<file path="config.mk">
export PLATFORM = sky130hd
export DESIGN_NAME = grid_loader
export DESIGN_NICKNAME = d
export VERILOG_FILES = /design/src/rtl/grid_pkg.sv /design/src/rtl/grid_char_decode.sv /design/src/rtl/grid_loader.sv
export SDC_FILE = /design/constraint.sdc
export NUM_CORES = 1
export LEC_CHECK = 0
export BUFFER_PORTS_ARGS = -buffer_cell sky130_fd_sc_hd__clkbuf_2
export CAP_MARGIN = 20
export CORE_MARGIN = 1.5
export CORE_UTILIZATION = 55
export DETAILED_ROUTE_END_ITERATION = 7
export PLACE_DENSITY = 0.93
export SLEW_MARGIN = 5
export SYNTH_ARGS = -nofsm -noshare
export SYNTH_HDL_FRONTEND = slang
export SYNTH_SLANG_ARGS = --single-unit
</file>
<file path="constraint.sdc">
create_clock -name clk -period 8.9 [get_ports clk]
set_clock_uncertainty 0.15 [all_clocks]
set_input_delay 1.78 -clock clk [delete_from_list [all_inputs] [get_ports clk]]
set_output_delay 1.78 -clock clk [all_outputs]
set_load 0.05 [all_outputs]
</file>
<file path="src/rtl/grid_pkg.sv">
// Shared definitions for the paper-roll grid pipeline: character codes,
// loader state encoding and error codes.
package grid_pkg;

   localparam logic [7:0] CH_PAPER = 8'h40;
   localparam logic [7:0] CH_EMPTY = 8'h2E;
   localparam logic [7:0] CH_LF    = 8'h0A;
   localparam logic [7:0] CH_CR    = 8'h0D;

   typedef enum logic [1:0] {
      ST_LOAD,
      ST_DONE,
      ST_ERR
   } state_e;

   localparam logic [1:0] ERR_NONE     = 2'd0;
   localparam logic [1:0] ERR_BAD_CHAR = 2'd1;
   localparam logic [1:0] ERR_COL_OVF  = 2'd2;
   localparam logic [1:0] ERR_ROW_OVF  = 2'd3;

endpackage

</file>
<file path="src/rtl/grid_char_decode.sv">
// Combinational classifier for one puzzle byte.
module grid_char_decode
   import grid_pkg::*;
(
   input  logic [7:0] ch,
   output logic       is_paper,
   output logic       is_empty,
   output logic       is_lf,
   output logic       is_cr,
   output logic       is_bad
);

   // Exactly one class flag is raised for every byte value.
   always_comb begin
      is_paper = 1'b0;
      is_empty = 1'b0;
      is_lf    = 1'b0;
      is_cr    = 1'b0;
      is_bad   = 1'b0;
      case (ch)
         CH_PAPER: is_paper = 1'b1;
         CH_EMPTY: is_empty = 1'b1;
         CH_LF:    is_lf    = 1'b1;
         CH_CR:    is_cr    = 1'b1;
         default:  is_bad   = 1'b1;
      endcase
   end

endmodule

</file>
<file path="src/rtl/grid_loader.sv">
// Byte-stream to bit-matrix loader with roll counting, valid/ready grid
// hand-off and a sticky error trap for malformed input.
module grid_loader
   import grid_pkg::*;
#(
   parameter int WIDTH = 16,
   parameter int DEPTH = 16
) (
   input  logic                                clk,
   input  logic                                rst,
   input  logic                                in_valid,
   input  logic [7:0]                          in_data,
   input  logic                                in_last,
   output logic                                in_ready,
   output logic [DEPTH-1:0][WIDTH-1:0]         grid,
   output logic                                grid_valid,
   input  logic                                grid_ready,
   output logic [$clog2(WIDTH*DEPTH+1)-1:0]    paper_count,
   output logic [$clog2(DEPTH+1)-1:0]          rows_loaded,
   output logic                                err,
   output logic [1:0]                          err_code
);

   localparam int PCW = $clog2(WIDTH*DEPTH+1);
   localparam int RIW = $clog2(DEPTH+1);
   localparam int CIW = $clog2(WIDTH+1);
   localparam int RSW = (DEPTH > 1) ? $clog2(DEPTH) : 1;
   localparam int CSW = (WIDTH > 1) ? $clog2(WIDTH) : 1;
   localparam logic [RIW-1:0] ROW_MAX = RIW'(DEPTH);
   localparam logic [CIW-1:0] COL_MAX = CIW'(WIDTH);

   state_e                      state_q, state_d;
   logic [RIW-1:0]              row_q, row_d;
   logic [CIW-1:0]              col_q, col_d;
   logic [DEPTH-1:0][WIDTH-1:0] grid_q, grid_d;
   logic [PCW-1:0]              count_q, count_d;
   logic [RIW-1:0]              rows_q, rows_d;
   logic [1:0]                  code_q, code_d;

   logic is_paper, is_empty, is_lf, is_cr, is_bad;
   logic is_cell;
   logic [RSW-1:0] row_sel;
   logic [CSW-1:0] col_sel;

   grid_char_decode u_decode (
      .ch       (in_data),
      .is_paper (is_paper),
      .is_empty (is_empty),
      .is_lf    (is_lf),
      .is_cr    (is_cr),
      .is_bad   (is_bad)
   );

   assign is_cell = is_paper | is_empty;
   // Indices are only used for writing once bounds are confirmed, so the
   // truncated selects are always in range.
   assign row_sel = row_q[RSW-1:0];
   assign col_sel = col_q[CSW-1:0];

   // State and datapath registers; reset discards any partial load.
   always_ff @(posedge clk) begin
      if (rst) begin
         state_q <= ST_LOAD;
         row_q   <= '0;
         col_q   <= '0;
         grid_q  <= '0;
         count_q <= '0;
         rows_q  <= '0;
         code_q  <= ERR_NONE;
      end else begin
         state_q <= state_d;
         row_q   <= row_d;
         col_q   <= col_d;
         grid_q  <= grid_d;
         count_q <= count_d;
         rows_q  <= rows_d;
         code_q  <= code_d;
      end
   end

   // Next-state and datapath update for byte decode, hand-off and error trap.
   always_comb begin
      state_d = state_q;
      row_d   = row_q;
      col_d   = col_q;
      grid_d  = grid_q;
      count_d = count_q;
      rows_d  = rows_q;
      code_d  = code_q;
      case (state_q)
         ST_LOAD: begin
            if (in_valid) begin
               if (is_bad) begin
                  state_d = ST_ERR;
                  code_d  = ERR_BAD_CHAR;
               end else if (is_cell && row_q == ROW_MAX) begin
                  state_d = ST_ERR;
                  code_d  = ERR_ROW_OVF;
               end else if (is_cell && col_q == COL_MAX) begin
                  state_d = ST_ERR;
                  code_d  = ERR_COL_OVF;
               end else begin
                  if (is_cell) begin
                     if (is_paper) begin
                        grid_d[row_sel][col_sel] = 1'b1;
                        count_d = count_q + PCW'(1);
                     end
                     col_d = col_q + CIW'(1);
                  end else if (is_lf && col_q != '0) begin
                     row_d = row_q + RIW'(1);
                     col_d = '0;
                  end
                  // rows_loaded counts a trailing partial row as well.
                  if (in_last) begin
                     state_d = ST_DONE;
                     rows_d  = row_d + RIW'(col_d != '0);
                  end
               end
            end
         end
         ST_DONE: begin
            if (grid_ready) begin
               state_d = ST_LOAD;
               row_d   = '0;
               col_d   = '0;
               grid_d  = '0;
               count_d = '0;
               rows_d  = '0;
            end
         end
         ST_ERR: begin
            state_d = ST_ERR;
         end
         default: begin
            state_d = ST_LOAD;
         end
      endcase
   end

   assign in_ready    = (state_q == ST_LOAD);
   assign grid_valid  = (state_q == ST_DONE);
   assign err         = (state_q == ST_ERR);
   assign err_code    = code_q;
   assign grid        = grid_q;
   assign paper_count = count_q;
   assign rows_loaded = rows_q;

endmodule
</file>
==> results.toml, run 1 <==
[route]
wl_per_cell_microns = 18.9
num_vias = 9636
drt-total-wl_microns = 31200
ant_nets = 0
drc_errors = 0
drtIter0Drc = 912
dr.pass1.iters = 5
avgViaCountPerCell = 5.84

[global_routing]
grt_pass1_vias = 8874
antenna_found_initial = 0
grt_max_degree = 122
grt_pass1_wl_microns = 48200
track_usage_pct = 31.1
grt.overflow.total = 0

[clock_tree]
cts-resized-gates = 0
numCtsBuffers = 27
clock-sinks = 284
root_buffer = "clkbuf_16"
cts_tree = "built"
htree_levels = 1
cts_hold_buf = 0
cts_buffer_depth = 3
cts_setup_buffers = 0
clk_pin_slew_worst_paths_ns = 0.06
clkLatencyLatePin_ns = 0.53

[yosys]
synth_xor_area_share_pct = 0.696
ys_warn_count = 0
synth_area_leaders = "dfxtp_1 (57%), nand2_1 (11%), o21ai_0 (7.6%), o21ai_1 (6.0%), clkbuf_1 (2.2%)"
synth_fa_ha_area_share_pct = 1.37
yosysMostFrequentCell = "nand2_1"
synth.distinct_cells = 56
synth_area_sq_um = 10100
synth.avg_cell_area_sq_um = 8.64
async_flop_share_pct = 0
synth_edf_count = 0
ys_seq_elements = 284
synth_top_family_by_area = "simple AND/OR/NAND/NOR gates"
yosysSeqAreaShare_pct = 56.5
synth_compound_area_share_pct = 17.2
netlist_instances = 1165
yosys-mux-area-fraction_pct = 0.199
synth_ff_type = "dfxtp_1"
synth_fp_nets = 1189
yosys.area.top_type = "dfxtp_1"
synth-simple-area-share_pct = 19.3
synth_top_area_share_pct = 56.5
synthTopCellsByCount = "nand2_1 (307), dfxtp_1 (284), o21ai_0 (152), o21ai_1 (121), clkbuf_1 (60)"

[floorplanning]
dieWidth_microns = 138
boundaryPins = 288
row_count = 49
start_util_pct = 56.0
core_sq_um = 18000
dieArea_sq_um = 19100
die_h_microns = 138

[setup_path]
critical_path.cell_chain = "clkbuf_2 > nor3b_1 > nand4_1 > a211o_2 > nand3_1 > or4_2 > buf_4 > o21ai_0"
critPathKind = "input pin to flop"
critPathArrivalTime_ns = 4.79
crit_slowest_cell = "buf_4"
worst_setup_path_end_kind = "flop"
crit_cells = 8
crit_family = "simple AND/OR/NAND/NOR gates"
critPathLaunchType = "input pin"
path_buf_inv = 2
r2r_cells = 9
critPathMaxFanout = 64
worstPathRequired_ns = 9.12
max_stage_delay_ns = 0.63

[cells_and_area]
diodes = 0
drive_gt1_share_pct = 25.4
fin_nets = 1430
areaGrowthSynthToFinish_pct = 23.5
utilization_pct = 69.2

[pwr]
switching_share_pct = 20.5
power_density_nw_per_um2 = 204
clock_power_share_pct = 47.9
p_int_w = 0.00202
p_switching_w = 0.000520
ir_worst_vdd_mv = 0.204
p_seq_share_pct = 50.2
power_leakage_nw = 5.02
p_comb_share_pct = 1.9

[sta]
slew_viol_final = 0
clock.fmax_ghz = 0.219
rsz0062_at_grt = "no"
slew_headroom_pct = 30.1
worst_pin_slew_ns = 1.05
fin_setup_tns_ns = 0
fin_crit_ns = 4.57
finalHoldViolCount = 0
setup_violations = 0
fin_crit_sh_pct = 51.3

[worst_hold_path]
hold_path.class = "flop to flop"
min_path_cells = 2

[job]
cap_violations = 0

[placed_design]
port_buffers = 287
dp_hpwl_microns = 20100
gp_congestion = 0.903

[run_status]
outcome = "complete, no violations"
## path summary, 6_finish.rpt
path | startpoint | endpoint | slack (ns)
max | in_data[6] | grid[15] | 4.33
min | grid[188] | grid[188] | 0.30
max reg2reg | row_q[0] | grid[15] | 4.40
min reg2reg | grid[188] | grid[188] | 0.30
## tightest hold or removal path: cells and delay by family (launching register included)
kind	cells	cell delay, ns
flops	1	0.31
simple gates	1	0.05
compound gates	1	0.05
## power groups by stage
stage / Clock, W / Sequential (W) / Combinational [W]
global placement: 0 / 0.00130 / 0.0000440
global route: 0.00127 / 0.00127 / 0.0000526
detailed placement: 0 / 0.00130 / 0.0000445
CTS: 0.00122 / 0.00127 / 0.0000446
floorplan: 0 / 0.00130 / 0.0000341
finish: 0.00121 / 0.00127 / 0.0000489
## cell type report
| class | count | area [sq um] |
|---|---|---|
| timing repair buffer | 297 | 1550 |
| multi-input combinational | 785 | 3920 |
| fill | 1302 | 5540 |
| tap | 229 | 287 |
| clock buffer | 36 | 790 |
| clock inverter | 9 | 155 |
| inverter | 11 | 41.3 |
| sequential | 284 | 5690 |
## cells by family (layout without fill, tap and decap cells)
logic type      after synthesis  after routing
compound gates              329            329
xor+xnor                      8              8
fa+ha+maj                    11             11
buf+inv                      96            353
flops                       284            284
mux                           2              2
simple gates                435            435
## through the flow
stage | setup WS, ns | hold WS, ns | instance area, sq um | power, W | std cells
floorplan | 4.32 | 0.315 | 10100 | 0.00134 | 1165
global placement | 3.97 | 0.283 | 11400 | 0.00135 | 1602
detailed placement | 3.89 | 0.291 | 11400 | 0.00135 | 1603
CTS | 4.41 | 0.300 | 12400 | 0.00253 | 1648
global route | 4.07 | 0.315 | 12400 | 0.00259 | 1651
finish | 4.33 | 0.298 | 12400 | 0.00254 | 1651
## routing by layer
metal	vias up	GRT usage [%]	wire (microns)
met5	-	0	0
met4	0	15.1	1500
met3	98	5.85	2790
met2	566	51.2	14600
met1	4518	39.4	12300
li1	4454	-	-
## state kept, by name, summed over array words and instances (netlist names)
name         count
col_q            5
err_code         2
grid           256
paper_count      9
row_q            5
rows_loaded      5
state_q          2
## cells in the final DEF (no fill, tap or decap), drive strengths merged, types with 7 or more instances in the layout
master and instances:
clkbuf 324, nand2 308, dfxtp 284, o21ai 273, nand3 41, a21oi 29, nor2 14, and3 14
inv 12, ha 11, nand4 10, buf 9, nor3 8, or4 8, xnor2 7
Note: power is estimated with default switching activity, not from simulation.
==> run 2: changes to the inputs <==
--- a/config.mk
+++ b/config.mk
@@ -8,9 +8,9 @@
 export BUFFER_PORTS_ARGS = -buffer_cell sky130_fd_sc_hd__clkbuf_2
 export CAP_MARGIN = 20
 export CORE_MARGIN = 1.5
-export CORE_UTILIZATION = 55
+export CORE_UTILIZATION = 51
 export DETAILED_ROUTE_END_ITERATION = 7
-export PLACE_DENSITY = 0.93
+export PLACE_DENSITY = 0.88
 export SLEW_MARGIN = 5
 export SYNTH_ARGS = -nofsm -noshare
 export SYNTH_HDL_FRONTEND = slang
==> constraint.sdc (replaced) <==
create_clock -name clk -period 4.4 [get_ports clk]
set_clock_uncertainty 0.15 [all_clocks]
set_input_delay 0.88 -clock clk [delete_from_list [all_inputs] [get_ports clk]]
set_output_delay 0.88 -clock clk [all_outputs]
set_load 0.05 [all_outputs]
==> results.toml, run 2 (synthesis results as in run 1) <==
[pwr]
fin_total_pwr_w = 0.00506
power_density_nw_per_um2 = 404
power_leakage_nw = 5.07
ir_worst_vdd_mv = 0.247

[cells_and_area]
fin_nets = 1438
utilization_pct = 64.6
layout.cells.most_common_list = "nand2_1 (307), clkbuf_2 (287), dfxtp_1 (284)"
layout_commonest_cell = "nand2_1"
diodes = 0
largest_register_ffs = 256
drive_gt1_share_pct = 25.9
areaGrowthSynthToFinish_pct = 24.5

[sta]
rsz0062_at_grt = "no"
fin_crit_ns = 3.55
slew_viol_final = 0
slew_headroom_pct = 42.0
worst_pin_slew_ns = 0.870
fin_crit_sh_pct = 80.7
clock.fmax_ghz = 0.282
setup_violations = 0
fin_setup_tns_ns = 0
finalHoldViolCount = 0

[clock_tree]
cts_tree = "built"
cts_hold_buf = 0
htree_levels = 1
clk_pin_slew_worst_paths_ns = 0.06
cts_buffer_depth = 3
cts-resized-gates = 0
clkLatencyLatePin_ns = 0.52
cts_setup_buffers = 0
root_buffer = "clkbuf_16"
numCtsBuffers = 28
clock-sinks = 284

[route]
avgViaCountPerCell = 5.57
drt-total-wl_microns = 30800
wl_per_cell_microns = 18.1
num_vias = 9470
drtIter0Drc = 767
drc_errors = 0
dr.pass1.iters = 5
ant_nets = 0

[floorplanning]
start_util_pct = 51.9
dieWidth_microns = 143
die_h_microns = 143
core_sq_um = 19400
dieArea_sq_um = 20600
boundaryPins = 288
row_count = 51

[global_routing]
grt_pass1_vias = 8659
grt_pass1_wl_microns = 46900
track_usage_pct = 28.9
grt_max_degree = 145
grt.overflow.total = 0
antenna_found_initial = 0

[setup_path]
critPathKind = "input pin to flop"
worst_setup_path_end_kind = "flop"
crit_family = "simple AND/OR/NAND/NOR gates"
path_buf_inv = 1
critPathArrivalTime_ns = 3.84
critical_path.cell_chain = "clkbuf_2 > nor4bb_1 > a41oi_1 > or2b_1 > o211a_1 > a2111oi_0 > o21ai_0 > ha_1 > ha_1 > xnor2_1 > xnor2_1 > or4_1 > a21oi_1"
worstPathRequired_ns = 4.69
critPathLaunchType = "input pin"
max_stage_delay_ns = 0.55
critPathMaxFanout = 4
crit_slowest_cell = "nor4bb_1"

[run_status]
outcome = "complete, no violations"

[worst_hold_path]
hold_path.class = "flop to flop"

[placed_design]
dp_hpwl_microns = 20600
gp_congestion = 0.869
port_buffers = 287

[job]
cap_violations = 0
[run 2: changes by cell type in the layout (fill, tap and decap cells not counted), moves of 2 or more]
cell	delta
clkbuf_16	+2
clkinv_2	+7
buf_4	+7
bufinv_16	-2
buf_12	+3
clkbuf_1	+2
clkbuf_8	-3
[run 2: path summary, 6_finish.rpt]
| path | startpoint | end | slack [ns] | cells past startpoint |
|---|---|---|---|---|
| worst max-delay path | in_data[3] | rows_loaded[2] | 0.85 | 13 |
| worst min-delay path | grid[135] | grid[135] | 0.29 | 2 |
| worst max register to register | row_q[0] | grid[191] | 0.98 | 11 |
| worst min register to register | grid[135] | grid[135] | 0.29 | 2 |
[run 2: cell type report]
cell class                      instances  area [sq um]
Clock buffer                           37           806
Clock inverter                         14           130
Fill cell                            1575          6870
Inverter                               11          41.3
Multi-Input combinational cell        785          3920
Sequential cell                       284          5690
Tap cell                              265           332
Timing Repair Buffer                  304          1610
[run 2: report_power, final]
group	switching (W)	internal [W]	total (W)
combinational	0.0000778	0.0000207	0.0000986
sequential	0.00000471	0.00257	0.00258
clock	0.000980	0.00140	0.00239
[run 2: per-stage QoR]
step	setup WS (ns)	cell area, sq um	hold slack, ns	cells
after floorplan	0.724	10100	0.315	1165
after global placement	0.444	11600	0.283	1649
after detailed placement	0.332	11600	0.290	1649
after CTS	0.865	12500	0.299	1700
after global routing	0.561	12500	0.308	1700
final	0.851	12500	0.295	1700
[run 2: metal layers]
metal  share of wire (%)  track usage, %  up-vias
met5                   0               0        -
met4                 3.0            10.7        0
met3                 8.6            5.80       64
met2                  48            48.4      467
met1                  41            37.0     4468
li1                    -               -     4471
[run 2: tightest hold or removal path, delay by kind of cell (launching register included)]
kind	cells	cell delay [ns]
DFF	1	0.31
and+or+nand+nor	1	0.05
AOI/OAI and AO/OA	1	0.05
==> run 3: changes to the inputs <==
==> constraint.sdc (replaced) <==
create_clock -name clk -period 3.55 [get_ports clk]
set_clock_uncertainty 0.15 [all_clocks]
set_input_delay 0.71 -clock clk [delete_from_list [all_inputs] [get_ports clk]]
set_output_delay 0.71 -clock clk [all_outputs]
set_load 0.05 [all_outputs]
==> results.toml, run 3 (synthesis results as in run 1) <==
[pwr]
p_seq_share_pct = 50.9
clock_power_share_pct = 47.2
power_leakage_nw = 5.11
p_int_w = 0.00495
fin_total_pwr_w = 0.00628
power_density_nw_per_um2 = 497
switching_share_pct = 21.2
ir_worst_vdd_mv = 0.306
p_comb_share_pct = 1.9
p_switching_w = 0.00133

[clock_tree]
clkLatencyLatePin_ns = 0.53
root_buffer = "clkbuf_16"
clock-sinks = 284
htree_levels = 1
numCtsBuffers = 28
cts_tree = "built"
cts_hold_buf = 0
cts_buffer_depth = 3
clk_pin_slew_worst_paths_ns = 0.06

[setup_path]
worstPathRequired_ns = 3.78
max_stage_delay_ns = 0.58
crit_family = "simple AND/OR/NAND/NOR gates"
critPathKind = "flop to flop"
critPathArrivalTime_ns = 3.49
worst_setup_path_end_kind = "flop"
critPathMaxFanout = 34
critical_path.cell_chain = "inv_1 > ha_1 > nor4bb_1 > a31oi_1 > a211o_2 > and3_1 > nand3_2 > buf_4 > o21ai_0"
path_buf_inv = 2
crit_slowest_cell = "nor4bb_1"
critPathLaunchType = "flop"

[global_routing]
grt_pass1_wl_microns = 45000
grt.overflow.total = 0
track_usage_pct = 27.7
grt_pass1_vias = 8480
antenna_found_initial = 0
grt_max_degree = 157

[cells_and_area]
fin_area_sq_um = 12600
areaGrowthSynthToFinish_pct = 25.6
utilization_pct = 65.1
layout_commonest_cell = "nand2_1"
layout.cells.most_common_list = "nand2_1 (307), clkbuf_2 (287), dfxtp_1 (283)"
diodes = 0
register_area_sq_um = 5690
fin_nets = 1450
fill_cells = 1578
drive_gt1_share_pct = 26.7
multi_input_area_sq_um = 3930
largest_register_ffs = 256

[sta]
worst_pin_slew_ns = 0.889
slew_headroom_pct = 40.7
setup_ws_ns = 0.292
fin_crit_ns = 3.26
setup_violations = 0
rsz0062_at_grt = "no"
fin_crit_sh_pct = 91.8
slew_viol_final = 0
holdWs_ns = 0.297
clock.fmax_ghz = 0.307
finalHoldViolCount = 0

[route]
dr.pass1.iters = 5
drt-total-wl_microns = 29800
num_vias = 9418
wl_per_cell_microns = 17.4
drtIter0Drc = 702
avgViaCountPerCell = 5.50
drc_errors = 0
ant_nets = 0

[placed_design]
preCtsSetupSlack_ns = -0.241
dpl_cell_area_sq_um = 11700
gp_congestion = 0.925
port_buffers = 287
dp_hpwl_microns = 20000

[floorplanning]
dieArea_sq_um = 20600
dieWidth_microns = 143
die_h_microns = 143
start_util_pct = 51.9
boundaryPins = 288
core_sq_um = 19400
row_count = 51

[run_status]
outcome = "complete, no violations"

[worst_hold_path]
hold_path.class = "flop to flop"

[job]
cap_violations = 0
run 3: cell count changes in the layout (fill, tap and decap cells not counted), sizes merged:
cell	before	now
buf	17	29
clkinvlp	1	6
inv	12	11
clkinv	10	6
run 3: cell type report:
type                       count  area share, %
tap                          265           2.62
clock inverter                14           1.19
inverter                      11          0.327
multi-input combinational    785           31.1
sequential                   284           45.0
timing repair buffer         316           13.5
clock buffer                  37           6.30
run 3: worst paths after layout:
path / startpoint / to / slack (ns) / depth (start not counted)
worst max-delay path: row_q[0] / grid[83] / 0.29 / 9
worst min-delay path: grid[149] / grid[149] / 0.30 / 2
worst max register to register: row_q[0] / grid[83] / 0.29 / 9
worst min register to register: grid[149] / grid[149] / 0.30 / 2
run 3: tightest hold or removal path, stage by stage (launching register included):
cell	delay, ns
dfxtp_1	0.31
nand2_1	0.05
o21ai_1	0.05
run 3: metrics by stage:
stage                     setup TNS [ns]  std cells
after floorplan                        0       1165
after global placement            -0.297       1661
after detailed placement          -0.464       1661
after CTS                              0       1712
after global routing                   0       1712
final                                  0       1712
run 3: what timing repair did:
action / 4_1_cts / 5_1_grt
resized for setup: 0 / 5
setup endpoints to repair: 0 / 2
setup buffers: 0 / 0
run 3: metal layers:
| metal | global-route usage (%) | vias up | part of all wire [%] |
|---|---|---|---|
| li1 | - | 4484 | - |
| met1 | 36.0 | 4379 | 41 |
| met2 | 44.8 | 467 | 46 |
| met3 | 4.83 | 88 | 8.0 |
| met4 | 12.8 | 0 | 4.5 |
| met5 | 0 | - | 0 |
run 3: power by group through the flow:
stage	logic, W	clock network, W	registers, W
2_1_floorplan	0.0000856	0	0.00326
3_3_place_gp	0.000118	0	0.00327
3_5_place_dp	0.000119	0	0.00327
4_1_cts	0.000119	0.00300	0.00319
5_1_grt	0.000131	0.00313	0.00319
6_report	0.000122	0.00296	0.00319
